File: config.mk
export PLATFORM = sky130hd
export DESIGN_NAME = i2s_volume_scaler
export DESIGN_NICKNAME = d
export VERILOG_FILES = /design/src/rtl/i2s_volume_scaler.sv
export SDC_FILE = /design/constraint.sdc
export NUM_CORES = 1
export LEC_CHECK = 0
export ABC_AREA = 1
export CORE_MARGIN = 2
export CORE_UTILIZATION = 64
export DETAILED_ROUTE_END_ITERATION = 10
export GPL_TIMING_DRIVEN = 0
export PLACE_DENSITY = 0.91
export SLEW_MARGIN = 20
export SYNTH_ARGS = -nofsm -noshare
export SYNTH_HDL_FRONTEND = slang
export SYNTH_SLANG_ARGS = --single-unit
File: constraint.sdc
create_clock -name CLOCK -period 5 [get_ports CLOCK]
set_clock_uncertainty 0.1 [all_clocks]
set_input_delay 1.25 -clock CLOCK [delete_from_list [all_inputs] [get_ports CLOCK]]
set_output_delay 1.25 -clock CLOCK [all_outputs]
set_load 0.05 [all_outputs]
File: src/rtl/i2s_volume_scaler.sv
// i2s_volume_scaler: I2S slave rx -> Q2.6 gain with saturation/mute -> I2S tx, one frame latency.
// All codec pins are oversampled in the CLOCK domain through 2-FF synchronisers.
module i2s_volume_scaler #(
    parameter int DATA_W = 16,
    parameter int GAIN_W = 8,
    parameter logic [GAIN_W-1:0] GAIN_RST = 8'h40
) (
    input  logic              CLOCK,
    input  logic              RESET,
    input  logic              AUD_BCLK,
    input  logic              AUD_ADCLRCK,
    input  logic              AUD_ADCDAT,
    input  logic [GAIN_W-1:0] GAIN,
    input  logic              MUTE,
    output logic              AUD_DACDAT,
    output logic              SAMPLE_VALID,
    output logic              CLIP
);
    localparam int PW = DATA_W + GAIN_W + 1;
    localparam int FRAC = GAIN_W - 2;
    localparam int CW = 6;
    localparam logic [CW-1:0] LAST = CW'(DATA_W);

    logic [1:0] bclk_sy, lrck_sy, dat_sy, warm;
    logic bclk_d, lrck_d;
    logic bclk_s, lrck_s, dat_s, ready, rise, fall, lr_chg, lr_fall;

    assign bclk_s = bclk_sy[1];
    assign lrck_s = lrck_sy[1];
    assign dat_s = dat_sy[1];
    // strobes stay quiet until the synchronisers hold real pin levels, so no false edge after reset
    assign ready = warm == 2'd3;
    assign rise = ready & bclk_s & ~bclk_d;
    assign fall = ready & ~bclk_s & bclk_d;
    assign lr_chg = ready & (lrck_s ^ lrck_d);
    assign lr_fall = lr_chg & ~lrck_s;

    always_ff @(posedge CLOCK or negedge RESET) begin
        if (!RESET) begin
            bclk_sy <= '0;
            lrck_sy <= '0;
            dat_sy <= '0;
            bclk_d <= 1'b0;
            lrck_d <= 1'b0;
            warm <= '0;
        end else begin
            bclk_sy <= {bclk_sy[0], AUD_BCLK};
            lrck_sy <= {lrck_sy[0], AUD_ADCLRCK};
            dat_sy <= {dat_sy[0], AUD_ADCDAT};
            bclk_d <= bclk_s;
            lrck_d <= lrck_s;
            warm <= warm + {1'b0, warm != 2'd3};
        end
    end

    logic [CW-1:0] rx_cnt;
    logic [DATA_W-2:0] rx_sr;
    logic [DATA_W-1:0] sample;
    logic locked, in_data, done;

    assign in_data = locked && rise && !lr_chg && rx_cnt != '0 && rx_cnt <= LAST;
    assign done = in_data && rx_cnt == LAST;
    assign sample = {rx_sr, dat_s};

    always_ff @(posedge CLOCK or negedge RESET) begin
        if (!RESET) begin
            rx_cnt <= '0;
            rx_sr <= '0;
            locked <= 1'b0;
        end else begin
            if (lr_chg) begin
                rx_cnt <= '0;
                locked <= 1'b1;
            end else if (rise && rx_cnt != '1) begin
                rx_cnt <= rx_cnt + CW'(1);
            end
            if (in_data) rx_sr <= sample[DATA_W-2:0];
        end
    end

    logic [GAIN_W-1:0] gain_act;
    logic mute_act;

    always_ff @(posedge CLOCK or negedge RESET) begin
        if (!RESET) begin
            gain_act <= GAIN_RST;
            mute_act <= 1'b0;
        end else if (lr_fall) begin
            gain_act <= GAIN;
            mute_act <= MUTE;
        end
    end

    logic signed [PW-1:0] prod, q;
    logic [PW-DATA_W:0] hi;
    logic [DATA_W-1:0] sat, res, tx_left, tx_right;
    logic v1, ch1, m1, ovf;

    assign q = prod >>> FRAC;
    assign hi = q[PW-1:DATA_W-1];
    // the result fits only if every bit above the sign position agrees with it
    assign ovf = !((&hi) || !(|hi));
    assign sat = q[PW-1] ? {1'b1, {(DATA_W-1){1'b0}}} : {1'b0, {(DATA_W-1){1'b1}}};
    assign res = m1 ? '0 : ovf ? sat : q[DATA_W-1:0];

    always_ff @(posedge CLOCK or negedge RESET) begin
        if (!RESET) begin
            prod <= '0;
            v1 <= 1'b0;
            ch1 <= 1'b0;
            m1 <= 1'b0;
            SAMPLE_VALID <= 1'b0;
            CLIP <= 1'b0;
            tx_left <= '0;
            tx_right <= '0;
        end else begin
            v1 <= done;
            if (done) begin
                prod <= PW'($signed(sample)) * PW'($signed({1'b0, gain_act}));
                ch1 <= lrck_s;
                m1 <= mute_act;
            end
            SAMPLE_VALID <= v1;
            CLIP <= v1 && !m1 && ovf;
            if (v1 && ch1) tx_right <= res;
            if (v1 && !ch1) tx_left <= res;
        end
    end

    logic [DATA_W-1:0] tx_sr;

    // zero-filling shift-out drives 0 once all DATA_W bits of the channel are gone
    always_ff @(posedge CLOCK or negedge RESET) begin
        if (!RESET) begin
            tx_sr <= '0;
            AUD_DACDAT <= 1'b0;
        end else if (lr_chg) begin
            tx_sr <= lrck_s ? tx_right : tx_left;
            AUD_DACDAT <= 1'b0;
        end else if (fall) begin
            AUD_DACDAT <= tx_sr[DATA_W-1];
            tx_sr <= {tx_sr[DATA_W-2:0], 1'b0};
        end
    end
endmodule

==> results of run 1 <==
[cell usage in the layout, fill, tap and decap left out, types with 5 or more instances in the layout]
| cell | count |
|---|---|
| nand2_1 | 369 |
| inv_1 | 274 |
| dfrtp_1 | 107 |
| fa_1 | 100 |
| o21ai_0 | 59 |
| ha_1 | 48 |
| a21oi_1 | 39 |
| nor2_1 | 36 |
| nand3_1 | 33 |
| clkbuf_1 | 21 |
| o21ai_1 | 17 |
| clkbuf_16 | 17 |
| clkdlybuf4s50_1 | 15 |
| a32oi_1 | 12 |
| mux2_2 | 9 |
| clkbuf_4 | 6 |
| dfrtp_2 | 6 |
| buf_4 | 5 |
| inv_2 | 5 |
| nor3_1 | 5 |
| xnor2_1 | 5 |
[cell usage after synthesis (2+ instances only)]
master,instances
a21oi_1,40
a31oi_1,3
a32oi_1,12
buf_1,3
buf_2,4
buf_4,3
clkbuf_1,39
clkinv_1,2
dfrtp_1,113
fa_1,101
ha_1,48
inv_1,274
inv_2,5
mux2_2,9
nand2_1,369
nand2_2,2
nand3_1,33
nand4_1,4
nor2_1,36
nor2_4,3
nor3_1,6
o21a_1,2
o21ai_0,59
o21ai_1,17
o21bai_1,4
o31ai_1,3
or2_2,4
xnor2_1,5
xor2_1,4
[power groups by stage]
stage	Clock (mW)	Sequential (mW)	Combinational [mW]
finish	1.28	1.00	0.519
floorplan	0	0.990	0.356
detailed placement	0	0.995	0.511
global route	1.31	1.00	0.585
CTS	1.28	0.988	0.514
global placement	0	0.995	0.481
[repair_timing]
action,in CTS,in global routing
endpoints found under the hold margin,0,0
setup endpoints to repair,11,16
resized for setup,5,27
buffers inserted,0,2
[sequential cells by signal, indices dropped and copies added, names as in the netlist, 6 cells and up]
signal / count
tx_left: 16
tx_sr: 16
tx_right: 16
gain_act: 8
rx_sr: 15
prod: 19
rx_cnt: 6
[cells by family after synthesis]
| logic type | count (synthesis) |
|---|---|
| buffers and inverters | 332 |
| AND/OR/NAND/NOR | 464 |
| XOR/XNOR | 9 |
| AO/OA/AOI/OAI | 143 |
| flip-flops | 114 |
| multiplexers | 9 |
| adder cells (fa/ha/maj) | 149 |
[critical path, delay by kind of cell (launching register included)]
kind	cells	cell delay, ns
flip-flops	1	0.47
AND/OR/NAND/NOR	11	1.10
adder cells (fa/ha/maj)	5	2.54
buffers and inverters	4	0.43
[metal layers]
layer | routed length, um | vias to the layer above
met5 | 0 | -
met4 | 1520 | 0
met3 | 2020 | 149
met2 | 12500 | 477
met1 | 9000 | 4066
li1 | - | 3722
[final cells by class]
cell class / instances / area share
Buffer: 40 / 0.0187
Sequential cell: 114 / 0.269
Tap cell: 184 / 0.0216
Multi-Input combinational cell: 774 / 0.516
Clock inverter: 13 / 0.0142
Timing Repair Buffer: 19 / 0.0191
Inverter: 282 / 0.0996
Clock buffer: 19 / 0.0425
[through the flow]
step,util,TNS [ns],instance area (sq um)
after floorplan,-,0,9610
after CTS,0.729,0,10600
final,0.730,0,10700
after global routing,0.730,-0.0121,10700
after detailed placement,0.687,-0.635,10000
after global placement,0.686,-187.47,10000
[worst max-delay path by stage]
stage,startpoint,endpoint,slack [ns]
floorplan,gain_act[2],prod[24],0.52
global placement,RESET,prod[23],-1.67
detailed placement,gain_act[2],prod[22],-0.21
CTS,gain_act[0],prod[23],0.02
global route,rx_sr[13],prod[23],-0.01
finish,gain_act[0],prod[23],0.23
==> metrics.cfg, run 1 <==
[yosys]
synth_top_family_by_area = adder cells
synthCells = 1220
synthesis.nets = 1383
yosys_warnings = 0
synth-edff-count = 0
synthXorXnorAreaFrac = 0.00820
synth_fa_ha_area_frac = 0.273
yosys-mux-area-fraction = 0.0105
yosysUniqueCellTypes = 42
synth_area_leader_cell = dfrtp_1
synth-main-ff-cell = dfrtp_1
synth_compound_area_frac = 0.0827
seq_area_frac_synth = 0.297
synthArstFlopShare = 1.00
synthSimpleGateAreaFrac = 0.196
ys_seq_elements = 114
syn_area_per_cell_sq_um = 7.88
synth.area.top_cells = dfrtp_1 (29%), fa_1 (21%), nand2_1 (14%), inv_1 (11%), ha_1 (6.2%)
syn_area_sq_um = 9610
synth_top_area_share = 0.294

[layout]
syn_to_final_growth_pct = 10.9
regArea_sq_um = 2860
nFillCells = 968
drive_above_1_share = 0.0706
antenna_cells = 0
fin_nets = 1411
fin_cells = 1445
multiInputGateArea_sq_um = 5500

[power_and_ir_drop]
switching_share = 0.316
power_mw = 2.80
power.static_leakage_nw = 5.88
p_per_area_nw_per_um2 = 262
p_int_mw = 1.91
vdd_drop_max_mv = 0.252
combPwrFrac = 0.186
switching_power_mw = 0.885
seqPwrFrac = 0.358
power.share.clock = 0.456

[clock_tree]
cts_buffers = 17
clock-sinks = 114
cts_hold_buf = 0
htreeDepth = 4
tritoncts = built
clkTransAtPathRegs_ns = 0.06
clock_path_buffers = 2
cts-root-buf = clkbuf_16
clk_latency_ns = 0.44

[min_path]
hold_path_class = flop to flop
holdPathStages = 0
whs_endpoint = lrck_sy[1]
hp-start = lrck_sy[0]

[global_routing]
grt_busiest_layer = met2
antenna_found_initial = 0
use_met1 = 0.387
grt_util_all_layers = 0.336
grt_first_pass_wirelength_mm = 42.2
grt_pass1_vias = 8911
grt_overflow = 0
grt_max_degree = 86
grt.met3_usage = 0.0822
grt.met2_usage = 0.567

[setup_path]
slowest_stage = fa_1
cp_cell_sequence = clkbuf_4, nand2_1, fa_1, inv_1, fa_1, fa_1, inv_1, fa_1, inv_1, ha_1, nand2_1, nor2_1, and3_1, nand3_1, nand2_1, nand2_1, nand2_1, nand2_1, nand3_1, nand2_1
path_common_cell = nand2_1
required_ns = 5.22
reg2reg_from = gain_act[0]
worstSetupStartpointType = flop
path_class = flop to flop
timing.rr.end = prod[23]
reg2regPathDepth = 20
cp_max_fo = 10
max_stage_delay_ns = 0.60
arrival_ns = 4.99
critPathCaptureType = flop
reg2reg_slack_ns = 0.23

[sta]
fin_crit_sh = 0.955
worstMarginPinSlew_ns = 0.626
layout_min_cycle_time_ns = 4.77
final-setup-viol-count = 0
fmax_mhz = 209
setup_slack_ns = 0.226
rsz0062_at_grt = yes
hold_violations = 0
relSlewSlack = 0.581
drv_slew = 0
holdWs_ns = 0.249

[floorplan]
die_x_um = 127
start_util = 0.659
rows = 44
pin_count = 17
die_y_um = 127
dieArea_sq_um = 16000
core-area_sq_um = 14600

[outcome]
run_status = complete, no violations

[detailed_routing]
drt_wl_total_mm = 25.0
first_iter_violations = 832
drcViolationCount = 0
num_vias = 8414
viasPerCell = 5.82
drt_pre_antenna_iters = 5
ant_nets = 0
detail_route.wl_per_cell_um = 17.3

[flow_run]
max_cap_violations = 0

[placed_design]
dpl.cell_count = 1421
routabilityCongestion = 0.918
hpwlAfterDp_mm = 17.7
pre_cts_ws_ns = -0.212
numPortBuffers = 16

Power figures use the tool's default switching activity.
==> inputs of run 2 (changes only) <==
- SLEW_MARGIN: 20 -> default
==> run 2 against run 1 <==
The flow now finishes with violations (DRC). Via count decreased by 2.1%. Register-to-register slack got worse by 0.08 ns. Non-clock buffer count increased by 1. Hold slack got worse by 0.0014 ns. Global-route usage decreased by 1.2 points. Count of clock-buffer cells in the layout decreased by 2. Sequential share of layout area about the same. Critical path depth unchanged. Worst setup slack got worse by 0.078 ns. Core utilization decreased by 0.12 points.
==> metrics.cfg, run 2 (synthesis results as in run 1) <==
[placed_design]
routabilityCongestion = 0.918  ; unchanged
hpwlAfterDp_mm = 17.6  ; about the same
pre_cts_ws_ns = -0.188  ; +0.0238 ns
dpl.cell_count = 1421  ; unchanged
numPortBuffers = 16  ; unchanged

[sta]
final-setup-viol-count = 0  ; unchanged
relSlewSlack = 0.483  ; -0.0987
setup_slack_ns = 0.148  ; -0.0777 ns
worstMarginPinSlew_ns = 0.776  ; +0.150 ns
layout_min_cycle_time_ns = 4.85  ; +0.0777 ns
fin_crit_sh = 0.970  ; +0.0155
drv_slew = 0  ; unchanged
fmax_mhz = 206  ; -1.6%
hold_violations = 0  ; unchanged
final.setup.tns_ns = 0  ; unchanged

[layout]
layout_commonest_cell = nand2_1
largest_register_ffs = 19  ; unchanged
drive_above_1_share = 0.0674  ; -0.00317
antenna_cells = 0  ; unchanged
syn_to_final_growth_pct = 10.7
fin_nets = 1412  ; +0.071%
largest_register = prod
final_cell_mix = nand2_1 (369), inv_1 (274), dfrtp_1 (108)
fin_cells = 1445  ; unchanged

[setup_path]
cp_cell_sequence = clkbuf_4, nand2_1, fa_1, inv_1, fa_1, fa_1, inv_1, fa_1, inv_1, ha_1, nand2_1, nor2_1, and3_1, nand3_1, nand2_1, nand2_1, nand2_1, nand2_1, nand3_1, nand2_1
path_class = flop to flop
slowest_stage = fa_1
path_common_cell = nand2_1
crit_family = adder cells
arrival_ns = 5.07  ; +0.08 ns
reg2reg_from = gain_act[1]
worstSetupStartpointType = flop
cp_max_fo = 10  ; unchanged
max_stage_delay_ns = 0.56  ; -0.04 ns
worstSetupStartpoint = gain_act[1]
required_ns = 5.22  ; about the same
critPathCaptureType = flop
path_buf_inv = 4  ; unchanged

[detailed_routing]
drt_wl_total_mm = 24.1  ; -3.8%
drcViolationCount = 1  ; +1
first_iter_violations = 829  ; -0.36%
num_vias = 8236  ; -2.1%
viasPerCell = 5.70  ; -2.1%
drt_pre_antenna_iters = 8  ; +3
ant_nets = 0  ; unchanged
detail_route.wl_per_cell_um = 16.6  ; -3.8%

[clock_tree]
cts-root-buf = clkbuf_16
clock-sinks = 114  ; unchanged
clkTransAtPathRegs_ns = 0.06  ; about the same
cts_buffers = 17  ; unchanged
clk_latency_ns = 0.43  ; about the same
htreeDepth = 4  ; unchanged
clock_path_buffers = 2  ; unchanged
cts_hold_buf = 0  ; unchanged
tritoncts = built

[floorplan]
core-area_sq_um = 14600  ; unchanged
rows = 44  ; unchanged
pin_count = 17  ; unchanged
die_y_um = 127  ; unchanged
start_util = 0.659  ; unchanged
dieArea_sq_um = 16000  ; unchanged
die_x_um = 127  ; unchanged

[power_and_ir_drop]
seqPwrFrac = 0.357  ; about the same
power.share.clock = 0.456  ; about the same
p_int_mw = 1.93  ; +0.88%
p_per_area_nw_per_um2 = 264  ; +0.47%
switching_share = 0.313  ; -0.00395
combPwrFrac = 0.187  ; about the same
switching_power_mw = 0.877  ; -0.95%
vdd_drop_max_mv = 0.239  ; -5.0%
power.static_leakage_nw = 5.87  ; -0.18%

[global_routing]
grt_first_pass_wirelength_mm = 40.9  ; -2.9%
grt_util_all_layers = 0.323  ; -0.0124
antenna_found_initial = 0  ; unchanged
grt_overflow = 0  ; unchanged
grt_max_degree = 60  ; -30%
grt_pass1_vias = 8682  ; -2.6%

[flow_run]
max_cap_violations = 0  ; unchanged

[min_path]
hp-start = lrck_sy[0]
hold_path_class = flop to flop

[outcome]
run_status = finished with violations
violations = DRC

-- run 2: cell types whose count changed in the layout (fill, tap and decap cells not counted), moves of 2 or more --
cell | previous run | this run
clkbuf_8 | 2 | 0
clkbuf_1 | 21 | 23
clkbuf_4 | 6 | 3
clkbuf_2 | 2 | 5
clkinv_4 | 4 | 1
inv_6 | 2 | 5
-- run 2: final timing paths --
path                               to  slack, ns  depth (start not counted)
setup / recovery             prod[23]       0.15                         20
hold / removal             lrck_sy[1]       0.25                          0
setup reg to reg             prod[23]       0.15                         20
hold reg to reg            lrck_sy[1]       0.25                          0
max in group asynchronous    prod[14]       3.26                          2
min in group asynchronous    rx_sr[1]       0.80                          1
-- run 2: layout make-up --
type	instances	area [sq um]
clock buffer	17	425
fill	972	3950
clock inverter	14	178
inverter	282	1060
timing repair buffer	18	193
tap	184	230
buffer	42	199
multi-input combinational	774	5490
sequential	114	2860
-- run 2: layer usage --
| layer | vias to the layer above | routed length (um) | global-route usage |
|---|---|---|---|
| li1 | 3718 | - | - |
| met1 | 3967 | 8810 | 0.389 |
| met2 | 430 | 12000 | 0.561 |
| met3 | 121 | 2010 | 0.0603 |
| met4 | 0 | 1220 | 0.157 |
| met5 | - | 0 | 0 |
-- run 2: repair_timing --
action / in CTS / in global routing
gates resized for setup: 4 / 22
buffers inserted: 0 / 1
endpoints found under the setup margin: 13 / 15
-- run 2: power by group through the flow --
stage,sequential (mW),clock (mW),combinational [mW]
after CTS,0.984,1.27,0.528
after global placement,0.995,0,0.481
after detailed placement,0.995,0,0.511
final,1.00,1.28,0.524
after floorplan,0.990,0,0.356
after global routing,1.00,1.32,0.583
-- run 2: stage by stage --
| stage | power, mW | hold slack, ns | utilization | instance area [sq um] |
|---|---|---|---|---|
| floorplan | 1.35 | 0.231 | - | 9610 |
| global placement | 1.48 | 0.232 | 0.686 | 10000 |
| detailed placement | 1.51 | 0.237 | 0.687 | 10000 |
| CTS | 2.79 | 0.250 | 0.729 | 10600 |
| global route | 2.90 | 0.263 | 0.729 | 10600 |
| finish | 2.80 | 0.248 | 0.729 | 10600 |
